**config.mk**
```make
export PLATFORM = sky130hd
export DESIGN_NAME = sram_1wnr_flat
export DESIGN_NICKNAME = d
export VERILOG_FILES = /design/src/rtl/sram_1wnr_pkg.sv /design/src/rtl/sram_1wnr_if.sv /design/src/rtl/sram_1wnr_clear_seq.sv /design/src/rtl/sram_1wnr.sv /design/src/flat_wrapper.sv
export SDC_FILE = /design/constraint.sdc
export NUM_CORES = 1
export LEC_CHECK = 0
export ABC_AREA = 0
export CORE_UTILIZATION = 56
export DETAILED_ROUTE_END_ITERATION = 16
export PLACE_DENSITY = 0.81
export RECOVER_POWER = 100
export SYNTH_ARGS = -nofsm -noshare
export SYNTH_HDL_FRONTEND = slang
export SYNTH_SLANG_ARGS = --single-unit
```
**constraint.sdc**
```tcl
create_clock -name i_clk -period 6.4 [get_ports i_clk]
set_input_delay 1.28 -clock i_clk [delete_from_list [all_inputs] [get_ports i_clk]]
set_output_delay 1.28 -clock i_clk [all_outputs]
set_load 0.01 [all_outputs]
```
**src/rtl/sram_1wnr_pkg.sv**
```systemverilog
// Shared types and helpers for the sram_1wnr multi-read-port RAM.
// Optional write-first forwarding is selected in the top with SRAM_1WNR_FWD_EN.
package sram_pkg;

    typedef enum logic {SRAM_CLEAR, SRAM_READY} sram_state_t;

    // Widest data word the lane-merge helper handles.
    localparam int SRAM_MAX_W = 256;

    function automatic int sram_aw(input int depth);
        return (depth > 2) ? $clog2(depth) : 1;
    endfunction

    function automatic logic [SRAM_MAX_W-1:0] sram_lane_merge(
        input logic [SRAM_MAX_W-1:0] old_v,
        input logic [SRAM_MAX_W-1:0] nw_v,
        input logic [SRAM_MAX_W-1:0] be,
        input int                    byte_w
    );
        logic [SRAM_MAX_W-1:0] res;
        for (int i = 0; i < SRAM_MAX_W; i++) begin
            res[i] = be[i / byte_w] ? nw_v[i] : old_v[i];
        end
        return res;
    endfunction

endpackage

```
**src/rtl/sram_1wnr_if.sv**
```systemverilog
// Write/read bus of sram_1wnr; the master drives writes and read requests.
interface sram_1wnr_if
    import sram_pkg::*;
#(
    parameter int WIDTH  = 32,
    parameter int DEPTH  = 8,
    parameter int NUM_R  = 2,
    parameter int BYTE_W = 8
);
    localparam int AW   = sram_aw(DEPTH);
    localparam int BE_W = WIDTH / BYTE_W;

    logic                   o_busy;
    logic                   i_w_e;
    logic [AW-1:0]          i_w_addr;
    logic [BE_W-1:0]        i_w_be;
    logic [WIDTH-1:0]       i_w_data;
    logic [NUM_R-1:0]       i_r_e;
    logic [NUM_R*AW-1:0]    i_r_addr;
    logic [NUM_R*WIDTH-1:0] o_r_data;
    logic [NUM_R-1:0]       o_r_valid;

    modport master (
        input  o_busy, o_r_data, o_r_valid,
        output i_w_e, i_w_addr, i_w_be, i_w_data, i_r_e, i_r_addr
    );

    modport slave (
        output o_busy, o_r_data, o_r_valid,
        input  i_w_e, i_w_addr, i_w_be, i_w_data, i_r_e, i_r_addr
    );

endinterface

```
**src/rtl/sram_1wnr_clear_seq.sv**
```systemverilog
// Post-reset clear sweep for sram_1wnr: walks every entry once, then idles in READY.
//   state      | meaning
//   SRAM_CLEAR | writing INIT_VALUE to entry cnt, user traffic ignored
//   SRAM_READY | sweep done, array open to user reads and writes
module sram_clear_seq
    import sram_pkg::*;
#(
    parameter int DEPTH          = 8,
    parameter int CLEAR_ON_RESET = 1,
    parameter int AW             = sram_aw(DEPTH)
) (
    input  logic          i_clk,
    input  logic          i_rst,
    output logic          o_busy,
    output logic          o_clr_we,
    output logic [AW-1:0] o_clr_addr
);

    localparam sram_state_t   RST_STATE = (CLEAR_ON_RESET != 0) ? SRAM_CLEAR : SRAM_READY;
    localparam logic [AW-1:0] LAST_ADDR = AW'(DEPTH - 1);

    sram_state_t   state_q, state_d;
    logic [AW-1:0] cnt_q, cnt_d;

    always_ff @(posedge i_clk or posedge i_rst) begin
        if (i_rst) begin
            state_q <= RST_STATE;
            cnt_q   <= '0;
        end else begin
            state_q <= state_d;
            cnt_q   <= cnt_d;
        end
    end

    always_comb begin
        state_d = state_q;
        cnt_d   = cnt_q;
        case (state_q)
            SRAM_CLEAR: begin
                if (cnt_q == LAST_ADDR) begin
                    state_d = SRAM_READY;
                    cnt_d   = '0;
                end else begin
                    cnt_d = cnt_q + 1'b1;
                end
            end
            default: begin
                state_d = SRAM_READY;
            end
        endcase
    end

    assign o_busy     = (state_q == SRAM_CLEAR);
    assign o_clr_we   = o_busy;
    assign o_clr_addr = cnt_q;

endmodule

```
**src/rtl/sram_1wnr.sv**
```systemverilog
// One-write / NUM_R-read RAM with byte-lane writes, registered reads and a post-reset clear sweep.
// Define SRAM_1WNR_FWD_EN for write-first forwarding on same-cycle address collisions.
module sram_1wnr
    import sram_pkg::*;
#(
    parameter int               WIDTH          = 32,
    parameter int               DEPTH          = 8,
    parameter int               NUM_R          = 2,
    parameter int               BYTE_W         = 8,
    parameter int               CLEAR_ON_RESET = 1,
    parameter logic [WIDTH-1:0] INIT_VALUE     = '0
) (
    input  logic        i_clk,
    input  logic        i_rst,
    sram_1wnr_if.slave  bus
);

    localparam int            AW      = sram_aw(DEPTH);
    localparam int            BE_W    = WIDTH / BYTE_W;
    localparam logic [AW:0]   DEPTH_X = (AW + 1)'(DEPTH);

    logic                busy;
    logic                clr_we;
    logic [AW-1:0]       clr_addr;

    logic                user_we;
    logic                wr_en;
    logic [AW-1:0]       wr_addr;
    logic [WIDTH-1:0]    wr_data;
    logic [BE_W-1:0]     wr_be;
    logic [WIDTH-1:0]    wr_word;

    logic [WIDTH-1:0]    mem_q [DEPTH];

    logic [AW-1:0]       rd_addr  [NUM_R];
    logic [WIDTH-1:0]    r_data_q [NUM_R];
    logic [WIDTH-1:0]    r_data_d [NUM_R];
    logic [NUM_R-1:0]    r_valid_q, r_valid_d;

    sram_clear_seq #(
        .DEPTH          (DEPTH),
        .CLEAR_ON_RESET (CLEAR_ON_RESET),
        .AW             (AW)
    ) u_clear_seq (
        .i_clk      (i_clk),
        .i_rst      (i_rst),
        .o_busy     (busy),
        .o_clr_we   (clr_we),
        .o_clr_addr (clr_addr)
    );

    // The sweep owns the single write port while busy; user writes are dropped.
    always_comb begin
        user_we = !busy && bus.i_w_e && ({1'b0, bus.i_w_addr} < DEPTH_X);
        if (busy) begin
            wr_en   = clr_we;
            wr_addr = clr_addr;
            wr_data = INIT_VALUE;
            wr_be   = '1;
        end else begin
            wr_en   = user_we;
            wr_addr = bus.i_w_addr;
            wr_data = bus.i_w_data;
            wr_be   = bus.i_w_be;
        end
        wr_word = WIDTH'(sram_lane_merge(SRAM_MAX_W'(mem_q[wr_addr]),
                                         SRAM_MAX_W'(wr_data),
                                         SRAM_MAX_W'(wr_be),
                                         BYTE_W));
    end

    always_ff @(posedge i_clk) begin
        if (wr_en) begin
            mem_q[wr_addr] <= wr_word;
        end
    end

    always_comb begin
        for (int p = 0; p < NUM_R; p++) begin
            rd_addr[p] = bus.i_r_addr[p*AW +: AW];
        end
    end

    always_comb begin
        for (int p = 0; p < NUM_R; p++) begin
            r_valid_d[p] = 1'b0;
            r_data_d[p]  = r_data_q[p];
            if (!busy && bus.i_r_e[p]) begin
                r_valid_d[p] = 1'b1;
                if ({1'b0, rd_addr[p]} < DEPTH_X) begin
`ifdef SRAM_1WNR_FWD_EN
                    r_data_d[p] = (user_we && (wr_addr == rd_addr[p])) ? wr_word
                                                                       : mem_q[rd_addr[p]];
`else
                    r_data_d[p] = mem_q[rd_addr[p]];
`endif
                end else begin
                    r_data_d[p] = '0;
                end
            end
        end
    end

    always_ff @(posedge i_clk or posedge i_rst) begin
        if (i_rst) begin
            r_data_q  <= '{default: '0};
            r_valid_q <= '0;
        end else begin
            r_data_q  <= r_data_d;
            r_valid_q <= r_valid_d;
        end
    end

    for (genvar p = 0; p < NUM_R; p++) begin : g_rd_out
        assign bus.o_r_data[p*WIDTH +: WIDTH] = r_data_q[p];
    end

    assign bus.o_r_valid = r_valid_q;
    assign bus.o_busy    = busy;

endmodule

```
**src/flat_wrapper.sv**
```systemverilog
// flat-port wrapper written by rule: the top's interface ports become plain ports
module sram_1wnr_flat import sram_pkg::*;
#(
    parameter int               WIDTH          = 32,
    parameter int               DEPTH          = 8,
    parameter int               NUM_R          = 2,
    parameter int               BYTE_W         = 8,
    parameter int               CLEAR_ON_RESET = 1,
    parameter logic [WIDTH-1:0] INIT_VALUE     = '0
)
  (i_clk, i_rst, bus_o_busy, bus_o_r_data, bus_o_r_valid, bus_i_w_e, bus_i_w_addr, bus_i_w_be, bus_i_w_data, bus_i_r_e, bus_i_r_addr);
  sram_1wnr_if #(.WIDTH(WIDTH), .DEPTH(DEPTH), .NUM_R(NUM_R), .BYTE_W(BYTE_W)) bus_i ();
  input  logic i_clk;
  input  logic i_rst;
  output wire logic [$bits(bus_i.o_busy)-1:0] bus_o_busy;
  output wire logic [$bits(bus_i.o_r_data)-1:0] bus_o_r_data;
  output wire logic [$bits(bus_i.o_r_valid)-1:0] bus_o_r_valid;
  input wire logic [$bits(bus_i.i_w_e)-1:0] bus_i_w_e;
  input wire logic [$bits(bus_i.i_w_addr)-1:0] bus_i_w_addr;
  input wire logic [$bits(bus_i.i_w_be)-1:0] bus_i_w_be;
  input wire logic [$bits(bus_i.i_w_data)-1:0] bus_i_w_data;
  input wire logic [$bits(bus_i.i_r_e)-1:0] bus_i_r_e;
  input wire logic [$bits(bus_i.i_r_addr)-1:0] bus_i_r_addr;
  assign bus_o_busy = bus_i.o_busy;
  assign bus_o_r_data = bus_i.o_r_data;
  assign bus_o_r_valid = bus_i.o_r_valid;
  assign bus_i.i_w_e = bus_i_w_e;
  assign bus_i.i_w_addr = bus_i_w_addr;
  assign bus_i.i_w_be = bus_i_w_be;
  assign bus_i.i_w_data = bus_i_w_data;
  assign bus_i.i_r_e = bus_i_r_e;
  assign bus_i.i_r_addr = bus_i_r_addr;
  sram_1wnr #(.WIDTH(WIDTH), .DEPTH(DEPTH), .NUM_R(NUM_R), .BYTE_W(BYTE_W), .CLEAR_ON_RESET(CLEAR_ON_RESET), .INIT_VALUE(INIT_VALUE)) u_core (.i_clk(i_clk), .i_rst(i_rst), .bus(bus_i));
endmodule
```
==> reports/results.txt, run 1 <==
Initial Util - 0.573
Unique masters post-synth - 30
compound-gate portion of the synthesized area - 0.113
Clk pin slew, worst setup/hold paths - 0.06 ns
max-slew violation count - 33
largest family of logic cells by synthesized area - multiplexers
GRT Overall Usage - 0.260
total global routing overflow - 0
CTS sink count - 326
P&R area growth vs syn - 15.7%
Max FO, Critical Path - 44
Port Buf Inserts - 116
initial drt markers - 810
Core ar. - 0.0262 sq mm
Setup CP Type - flop to flop
nets - 1162
CP cell instances - clkbuf_1 -> nand2_1 -> buf_4 -> o31ai_1
number of diodes - 0
Synth top area share - 0.512
Adder-Cell Fraction of Synth Area - 0.00167
PostCTS Resize Cnt - 0
htree depth - 2
io pins - 117
syn_area_per_cell - 14.7 sq um
CTS max path bufs - 3
top cells by area, synth - edfxtp_1, dfrtp_1, mux2_2
WL/cell - 24.2 um
post-DR vias/cell - 6.39
outcome - finished with violations
Top delay family on crit path - buffers and inverters
sequential share of the synthesized area - 0.629
critical path's slowest cell - clkbuf_1
CTS Buf Count - 34
Max Fclk - 0.252 GHz
most common cell after layout, fill and taps aside - edfxtp_1
Post-CTS Setup Bufs - 0
first-pass GRT wire length - 53900 um
Die W - 166 um
Async S/R FF share, synth - 0.215
unrepaired setup endpoints after global routing - no
power per cell area - 280 mW/mm^2
hold buffer count at cts - 0
final non-filler cell total - 1469
Worst Path Required - 6.81 ns
Synth Area in XOR/XNOR - 0
final hold violations - 0
syn_nets - 1071
Antenna Nets Post-Route - 0
Worst-Margin Slew - 1.88 ns
most frequent cells in the layout - edfxtp_1, mux2_2, mux2i_1
via total after detailed routing - 9389
Final Skew - 0.0110 ns
Buffers & Inverters on Critical Path - 2
Root Driver - clkbuf_16
total power - 4.87 mW
CP Capture Type - flop
startpoint types - flop
Max transition margin - -0.253
largest net degree at the start of global routing - 101
antenna violations before repair - 0
vias in the first global route - 9481
failing checks - design-rule violations, max-capacitance violations, max-slew violations
Fillers - 1787
Rows - 59
Final setup viols - 0
WP data arrival - 4.37 ns
proportion of synthesized area in mux cells - 0.183
largest area contributor in the netlist - edfxtp_1
top_reg_cell synth - edfxtp_1
VDD IR-drop max - 0.236 mV
fin crit period - 3.96 ns
hold crit path type - flop to flop
die area - 0.0275 sq mm
layout cells sized above 1 - 0.196
Leak - 6.39 nW
crit share post-route - 0.619
flops & latches, synth - 326
simple-gate share of the synthesized area - 0.0441
drt pass-1 iters - 13
DRC violations left - 5
GP Congestion - 0.765
Detailed Place HPWL - 20100 um
EDFF count, synth - 256
latest clock arrival within the worst-skew pair - 0.51 ns
Critical Path Max Stage Delay - 1.07 ns
Post-Syn Instances - 1019
Cell Area, Synth - 0.0150 sq mm
chip height - 166 um
maximum capacitance violations - 1
Fin Setup TNS - 0 ns
yosys warns - 0
CTS tree - built
DP Cell Count - 1409
final WL - 35600 um
registers in the layout, summed over array words and instances (netlist names):
| signal | cells |
|---|---|
| u_core.bus.o_r_data | 64 |
| u_core.bus.o_r_valid | 2 |
| u_core.mem_q | 256 |
| u_core.u_clear_seq.o_clr_addr | 3 |
| u_core.u_clear_seq.state_q | 1 |
logic make-up (layout without fill, tap and decap cells):
group           after synthesis  after routing
flops                       326            326
mux                         258            258
compound gates              205            205
simple gates                148            148
buf+inv                      80            195
fa+ha+maj                     2              2
layout make-up:
type | instances | area (sq um) | area share
multi-input cells | 613 | 5080 | 0.292
repair buffers | 128 | 1250 | 0.0720
well taps | 335 | 419 | 0.0241
inverters | 7 | 27.5 | 0.00159
clock inverters | 12 | 178 | 0.0102
clock buffers | 48 | 975 | 0.0561
flip-flops and latches | 326 | 9440 | 0.544
metrics by stage:
stage | setup slack, ns | util | hold WS [ns] | area [sq um]
global route | 2.12 | 0.663 | 0.504 | 17400
global placement | 2.94 | 0.622 | 0.463 | 16300
detailed placement | 2.87 | 0.622 | 0.466 | 16300
floorplan | 3.35 | - | 0.517 | 15000
finish | 2.44 | 0.663 | 0.474 | 17400
CTS | 3.29 | 0.666 | 0.484 | 17400
routing by layer:
layer / wire, um / share of wire / GRT usage / vias up
met5: 0 / 0 / 0 / -
met4: 1050 / 0.029 / 0.0967 / 0
met3: 2760 / 0.078 / 0.0403 / 87
met2: 17200 / 0.48 / 0.435 / 428
met1: 14500 / 0.41 / 0.345 / 4725
li1: - / - / - / 4149
report_power, final:
group	switching (mW)	internal (mW)
Sequential	0.0340	2.35
Clock	0.798	1.23
Combinational	0.252	0.208
worst paths after layout:
kind                                      endpoint  slack (ns)                       start  cells past startpoint
setup / recovery           u_core.bus.o_r_data[29]        2.44  u_core.u_clear_seq.state_q                      4
setup reg to reg           u_core.bus.o_r_data[29]        2.44  u_core.u_clear_seq.state_q                      4
min in group asynchronous  u_core.bus.o_r_data[60]        1.37                       i_rst                      2
max in group asynchronous  u_core.bus.o_r_data[50]        3.76                       i_rst                      3
hold / removal             u_core.bus.o_r_data[19]        0.47     u_core.bus.o_r_data[19]                      2
hold reg to reg            u_core.bus.o_r_data[19]        0.47     u_core.bus.o_r_data[19]                      2
cell usage after synthesis (4+ instances only):
cell type  count
edfxtp_1     256
mux2_2       130
mux2i_1      128
dfrtp_1       70
nand2_1       69
a22o_1        64
o22ai_1       64
nor2_1        37
clkbuf_1      36
o31ai_2       33
and2_1        32
o31ai_1       31
buf_4         19
buf_6          9
inv_1          7
a21oi_1        6
buf_2          5
buf_1          4
nor2b_1        4
worst min-delay path: stages (launching register included):
cell,delay [ns]
dfrtp_1,0.34
nand2_1,0.05
o31ai_1,0.05
(Power assumes the default switching activity.)
==> run 2, diff against run 1 <==
--- a/config.mk
+++ b/config.mk
@@ -6,9 +6,9 @@
 export NUM_CORES = 1
 export LEC_CHECK = 0
 export ABC_AREA = 0
-export CORE_UTILIZATION = 56
+export CORE_UTILIZATION = 53
 export DETAILED_ROUTE_END_ITERATION = 16
-export PLACE_DENSITY = 0.81
+export PLACE_DENSITY = 0.8
 export RECOVER_POWER = 100
 export SYNTH_ARGS = -nofsm -noshare
 export SYNTH_HDL_FRONTEND = slang
==> constraint.sdc (replaced) <==
create_clock -name i_clk -period 3.31 [get_ports i_clk]
set_input_delay 0.662 -clock i_clk [delete_from_list [all_inputs] [get_ports i_clk]]
set_output_delay 0.662 -clock i_clk [all_outputs]
set_load 0.01 [all_outputs]
==> reports/results.txt, run 2 (synthesized netlist as in run 1, its figures left out) <==
startpoint types - flop (unchanged)
die area - 0.0290 sq mm (was 0.0275 sq mm)
most frequent cells in the layout - edfxtp_1, mux2_2, mux2i_1 (unchanged)
P&R area growth vs syn - 16.0% (was 15.7%)
GP Congestion - 0.813 (was 0.765)
Core ar. - 0.0279 sq mm (was 0.0262 sq mm)
Largest register FFs - 256 (unchanged)
Max transition margin - -0.0928 (was -0.253)
total global routing overflow - 0 (unchanged)
CP cell instances - buf_4 -> inv_1 -> dlygate4sd3_1 (was clkbuf_1 -> nand2_1 -> buf_4 -> o31ai_1)
Fillers - 2048 (was 1787)
Antenna Nets Post-Route - 0 (unchanged)
antenna violations before repair - 0 (unchanged)
WP data arrival - 2.33 ns (was 4.37 ns)
chip height - 170 um (was 166 um)
Fin Setup TNS - 0 ns (unchanged)
VDD IR-drop max - 0.369 mV (was 0.236 mV)
PostCTS Resize Cnt - 0 (unchanged)
io pins - 117 (unchanged)
Max Fclk - 0.335 GHz
outcome - finished with violations (unchanged)
post-DR vias/cell - 6.13 (was 6.39)
first-pass GRT wire length - 54200 um (was 53900 um)
max-slew violation count - 66 (was 33)
CTS tree - built (unchanged)
hold crit path type - flop to flop (unchanged)
power per cell area - 524 mW/mm^2 (was 280 mW/mm^2)
maximum capacitance violations - 1 (unchanged)
latest clock arrival within the worst-skew pair - 0.56 ns (was 0.51 ns)
CTS max path bufs - 3 (unchanged)
Clk pin slew, worst setup/hold paths - 0.06 ns (about the same)
Post-CTS Setup Bufs - 0 (unchanged)
CTS Buf Count - 31 (was 34)
Final Cell Area - 0.0174 sq mm (about the same)
CP Capture Type - primary output (was flop)
crit share post-route - 0.903
Critical Path Max Stage Delay - 0.71 ns (was 1.07 ns)
drt pass-1 iters - 7 (was 13)
placed cell areas - 0.0165 sq mm (was 0.0163 sq mm)
Max FO, Critical Path - 31 (was 44)
fin crit period - 2.99 ns
Initial Util - 0.539 (was 0.573)
final WL - 35900 um (was 35600 um)
number of diodes - 0 (unchanged)
Top reg by flops - u_core.mem_q (unchanged)
vias in the first global route - 9496 (was 9481)
GRT Overall Usage - 0.249 (was 0.260)
hold buffer count at cts - 0 (unchanged)
CTS sink count - 326 (unchanged)
Port Buf Inserts - 116 (unchanged)
Die W - 170 um (was 166 um)
Final setup viols - 0 (unchanged)
WL/cell - 23.5 um (was 24.2 um)
Leak - 6.40 nW (was 6.39 nW)
DRC violations left - 0 (was 5)
unrepaired setup endpoints after global routing - no (unchanged)
Final Skew - 0.0133 ns (was 0.0110 ns)
Buffers & Inverters on Critical Path - 3 (was 2)
Setup CP Type - flop to primary output (was flop to flop)
via total after detailed routing - 9357 (was 9389)
htree depth - 1 (was 2)
most common cell after layout, fill and taps aside - edfxtp_1 (unchanged)
largest net degree at the start of global routing - 66 (was 101)
Worst Path Required - 2.65 ns (was 6.81 ns)
critical path's slowest cell - dfrtp_2 (was clkbuf_1)
final hold violations - 0 (unchanged)
layout cells sized above 1 - 0.190 (was 0.196)
Rows - 61 (was 59)
nets - 1176 (was 1162)
Detailed Place HPWL - 22700 um (was 20100 um)
Worst-Margin Slew - 1.64 ns (was 1.88 ns)
initial drt markers - 900 (was 810)
Root Driver - clkbuf_16 (unchanged)
failing checks - max-capacitance violations, max-slew violations (was design-rule violations, max-capacitance violations, max-slew violations)
Top delay family on crit path - buffers and inverters (unchanged)
-- run 2: cell count changes in the layout (fill, tap and decap cells not counted), moves of 5 or more --
cell,delta
clkdlybuf4s50_1,+15
o31ai_2,-11
dlygate4sd3_1,-15
o31ai_1,+11
buf_4,+5
-- run 2: stage by stage --
stage               instances  total power, mW  hold WS, ns  setup WS, ns  utilization
finish                   1527             9.12        0.471         0.321        0.625
CTS                      1527             9.23        0.484         0.438        0.631
detailed placement       1469             5.65        0.471         0.512        0.594
floorplan                1019             5.22        0.517         0.880            -
global route             1527             9.39        0.509         0.204        0.625
global placement         1469             5.63        0.466         0.603        0.594
-- run 2: power by group --
part	switching [mW]	total, mW	internal (mW)
sequential	0.0562	4.59	4.54
clock	1.49	3.62	2.13
combinational	0.497	0.908	0.411
total	2.04	9.12	7.08
-- run 2: layer usage --
layer | up-vias | share of wire | global-route usage
li1 | 4187 | - | -
met1 | 4718 | 0.41 | 0.328
met2 | 386 | 0.49 | 0.421
met3 | 66 | 0.072 | 0.0395
met4 | 0 | 0.025 | 0.0807
met5 | - | 0 | 0
-- run 2: worst paths after layout --
path                       cells past startpoint  slack, ns                       start                    endpoint
min in group asynchronous                      2       0.84                       i_rst     u_core.bus.o_r_data[28]
hold / removal                                 2       0.47      u_core.bus.o_r_data[1]      u_core.bus.o_r_data[1]
setup / recovery                               3       0.32  u_core.u_clear_seq.state_q                  bus_o_busy
max in group asynchronous                      3       1.59                       i_rst  u_core.u_clear_seq.state_q
hold reg to reg                                2       0.47      u_core.bus.o_r_data[1]      u_core.bus.o_r_data[1]
setup reg to reg                               4       0.46  u_core.u_clear_seq.state_q     u_core.bus.o_r_data[16]
-- run 2: area by class of cell --
type / instances / area, sq um / area share
clock buffers: 37 / 808 / 0.0464
repair buffers: 145 / 1400 / 0.0806
flip-flops and latches: 326 / 9440 / 0.542
multi-input cells: 613 / 5020 / 0.288
clock inverters: 21 / 240 / 0.0138
well taps: 378 / 473 / 0.0272
inverters: 7 / 26.3 / 0.00151
-- run 2: tightest hold or removal path, cell delays in order, from the launching register on --
cell and delay [ns]:
dfrtp_1 0.34, nand2_1 0.05, o31ai_1 0.05
==> run 3, diff against run 2 <==
--- a/config.mk
+++ b/config.mk
@@ -6,9 +6,9 @@
 export NUM_CORES = 1
 export LEC_CHECK = 0
 export ABC_AREA = 0
-export CORE_UTILIZATION = 53
+export CORE_UTILIZATION = 50
 export DETAILED_ROUTE_END_ITERATION = 16
-export PLACE_DENSITY = 0.8
+export PLACE_DENSITY = 0.77
 export RECOVER_POWER = 100
 export SYNTH_ARGS = -nofsm -noshare
 export SYNTH_HDL_FRONTEND = slang
==> reports/results.txt, run 3 (synthesized netlist as in run 1, its figures left out) <==
outcome - finished with violations (unchanged)
failing checks - max-capacitance violations, max-slew violations (unchanged)
area of the multi-input gates - 0.00505 sq mm (was 0.00502 sq mm)
drt pass-1 iters - 5 (was 7)
Met3 Wirelength - 2360 um (was 2580 um)
via total after detailed routing - 9348 (was 9357)
post-DR vias/cell - 6.03 (was 6.13)
final non-filler cell total - 1549 (was 1527)
Top delay family on crit path - buffers and inverters (unchanged)
io pins - 117 (unchanged)
most common cell after layout, fill and taps aside - edfxtp_1 (unchanged)
WP data arrival - 2.25 ns (was 2.33 ns)
vias in the first global route - 9706 (was 9496)
Antenna Nets Post-Route - 0 (unchanged)
Port Buf Inserts - 116 (unchanged)
critical path's slowest cell - dfrtp_2 (unchanged)
final hold violations - 0 (unchanged)
CTS max path bufs - 3 (unchanged)
Post-CTS Setup Bufs - 0 (unchanged)
VDD IR-drop max - 0.309 mV (was 0.369 mV)
Rows - 63 (was 61)
Worst Path Required - 2.65 ns (about the same)
Max Fclk - 0.344 GHz (was 0.335 GHz)
Worst-Margin Slew - 1.64 ns (about the same)
first-pass GRT wire length - 54900 um (was 54200 um)
latest clock arrival within the worst-skew pair - 0.51 ns (was 0.56 ns)
Fillers - 2246 (was 2048)
antenna violations before repair - 0 (unchanged)
Largest register FFs - 256 (unchanged)
Hold Path Cell Cnt - 2 (unchanged)
Final Skew - 0.0118 ns (was 0.0133 ns)
number of diodes - 0 (unchanged)
Min-Delay Endpoint - u_core.bus.o_r_data[30] (was u_core.bus.o_r_data[1])
htree depth - 2 (was 1)
Fin Setup TNS - 0 ns (unchanged)
placed cell areas - 0.0166 sq mm (was 0.0165 sq mm)
reg2reg path depth - 4 (unchanged)
RR Startpoint - u_core.u_clear_seq.state_q (unchanged)
most frequent cells in the layout - edfxtp_1, mux2_2, mux2i_1 (unchanged)
Final setup viols - 0 (unchanged)
met2 wire len - 17300 um (was 17600 um)
GRT Overall Usage - 0.236 (was 0.249)
CTS Buf Count - 34 (was 31)
CTS sink count - 326 (unchanged)
Leak - 6.45 nW (was 6.40 nW)
Critical Path Max Stage Delay - 0.68 ns (was 0.71 ns)
top routing layer used - met4 (unchanged)
CTS tree - built (unchanged)
Setup CP Type - flop to primary output (unchanged)
die area - 0.0307 sq mm (was 0.0290 sq mm)
unrepaired setup endpoints after global routing - no (unchanged)
final WL - 36100 um (was 35900 um)
Clk pin slew, worst setup/hold paths - 0.06 ns (about the same)
nets - 1185 (was 1176)
register area - 0.00944 sq mm (unchanged)
reg2reg end - u_core.bus.o_r_data[39] (was u_core.bus.o_r_data[16])
PostCTS Resize Cnt - 0 (unchanged)
Initial Util - 0.508 (was 0.539)
M1 WL - 15500 um (was 14800 um)
power per cell area - 526 mW/mm^2 (was 524 mW/mm^2)
R2R Setup Slk - 0.87 ns (was 0.46 ns)
hold crit path type - flop to flop (unchanged)
initial drt markers - 679 (was 900)
Die W - 175 um (was 170 um)
CP cell instances - buf_4 -> inv_1 -> dlygate4sd3_1 (unchanged)
layout cells sized above 1 - 0.196 (was 0.190)
DRC violations left - 0 (unchanged)
GP Congestion - 0.773 (was 0.813)
chip height - 175 um (was 170 um)
Hold Startpoint - u_core.bus.o_r_data[30] (was u_core.bus.o_r_data[1])
P&R area growth vs syn - 16.8% (was 16.0%)
Max FO, Critical Path - 30 (was 31)
Detailed Place HPWL - 22900 um (was 22700 um)
max-slew violation count - 132 (was 66)
Max transition margin - -0.0938 (was -0.0928)
Top reg by flops - u_core.mem_q (unchanged)
Core ar. - 0.0296 sq mm (was 0.0279 sq mm)
startpoint types - flop (unchanged)
DP Cell Count - 1487 (was 1469)
Final Cell Area - 0.0175 sq mm (was 0.0174 sq mm)
crit share post-route - 0.878 (was 0.903)
maximum capacitance violations - 2 (was 1)
CP Capture Type - primary output (unchanged)
Root Driver - clkbuf_16 (unchanged)
WL/cell - 23.3 um (was 23.5 um)
largest net degree at the start of global routing - 66 (unchanged)
hold buffer count at cts - 0 (unchanged)
fin crit period - 2.91 ns (was 2.99 ns)
total global routing overflow - 0 (unchanged)
Buffers & Inverters on Critical Path - 3 (unchanged)
## run 3: worst max-delay path by stage
stage,slack [ns],depth (start not counted),to,start
CTS,0.49,3,bus_o_busy,u_core.u_clear_seq.state_q
global placement,0.54,3,u_core.mem_q[6][2],bus_i_w_addr[2]
finish,0.40,3,bus_o_busy,u_core.u_clear_seq.state_q
detailed placement,0.49,3,u_core.mem_q[6][2],bus_i_w_addr[2]
floorplan,0.88,1,u_core.bus.o_r_data[0],i_rst
global route,0.30,3,bus_o_busy,u_core.u_clear_seq.state_q
## run 3: stage by stage
stage          total power [mW]  hold WS (ns)  setup WS (ns)  utilization
2_1_floorplan              5.22         0.517          0.880            -
3_3_place_gp               5.64         0.465          0.536        0.561
3_5_place_dp               5.65         0.474          0.491        0.561
4_1_cts                    9.33         0.487          0.495        0.598
5_1_grt                    9.48         0.494          0.296        0.593
6_report                   9.22         0.476          0.402        0.593
## run 3: layer usage
layer	vias up	global-route usage
li1	4194	-
met1	4752	0.316
met2	337	0.388
met3	65	0.0439
met4	0	0.0826
met5	-	0
## run 3: final cells by class
cell class | instances | area share
Inverter | 7 | 0.00150
Clock inverter | 6 | 0.00164
Timing Repair Buffer | 151 | 0.0813
Sequential cell | 326 | 0.539
Clock buffer | 56 | 0.0609
Tap cell | 390 | 0.0278
Multi-Input combinational cell | 613 | 0.288
## run 3: power breakdown
group	switching, mW	internal, mW
clock	1.50	2.20
combinational	0.501	0.416
sequential	0.0570	4.54
total	2.06	7.15
## run 3: worst min-delay path: stages (launching register included)
cell     delay [ns]
dfrtp_1        0.33
nand2_1        0.06
o31ai_2        0.05
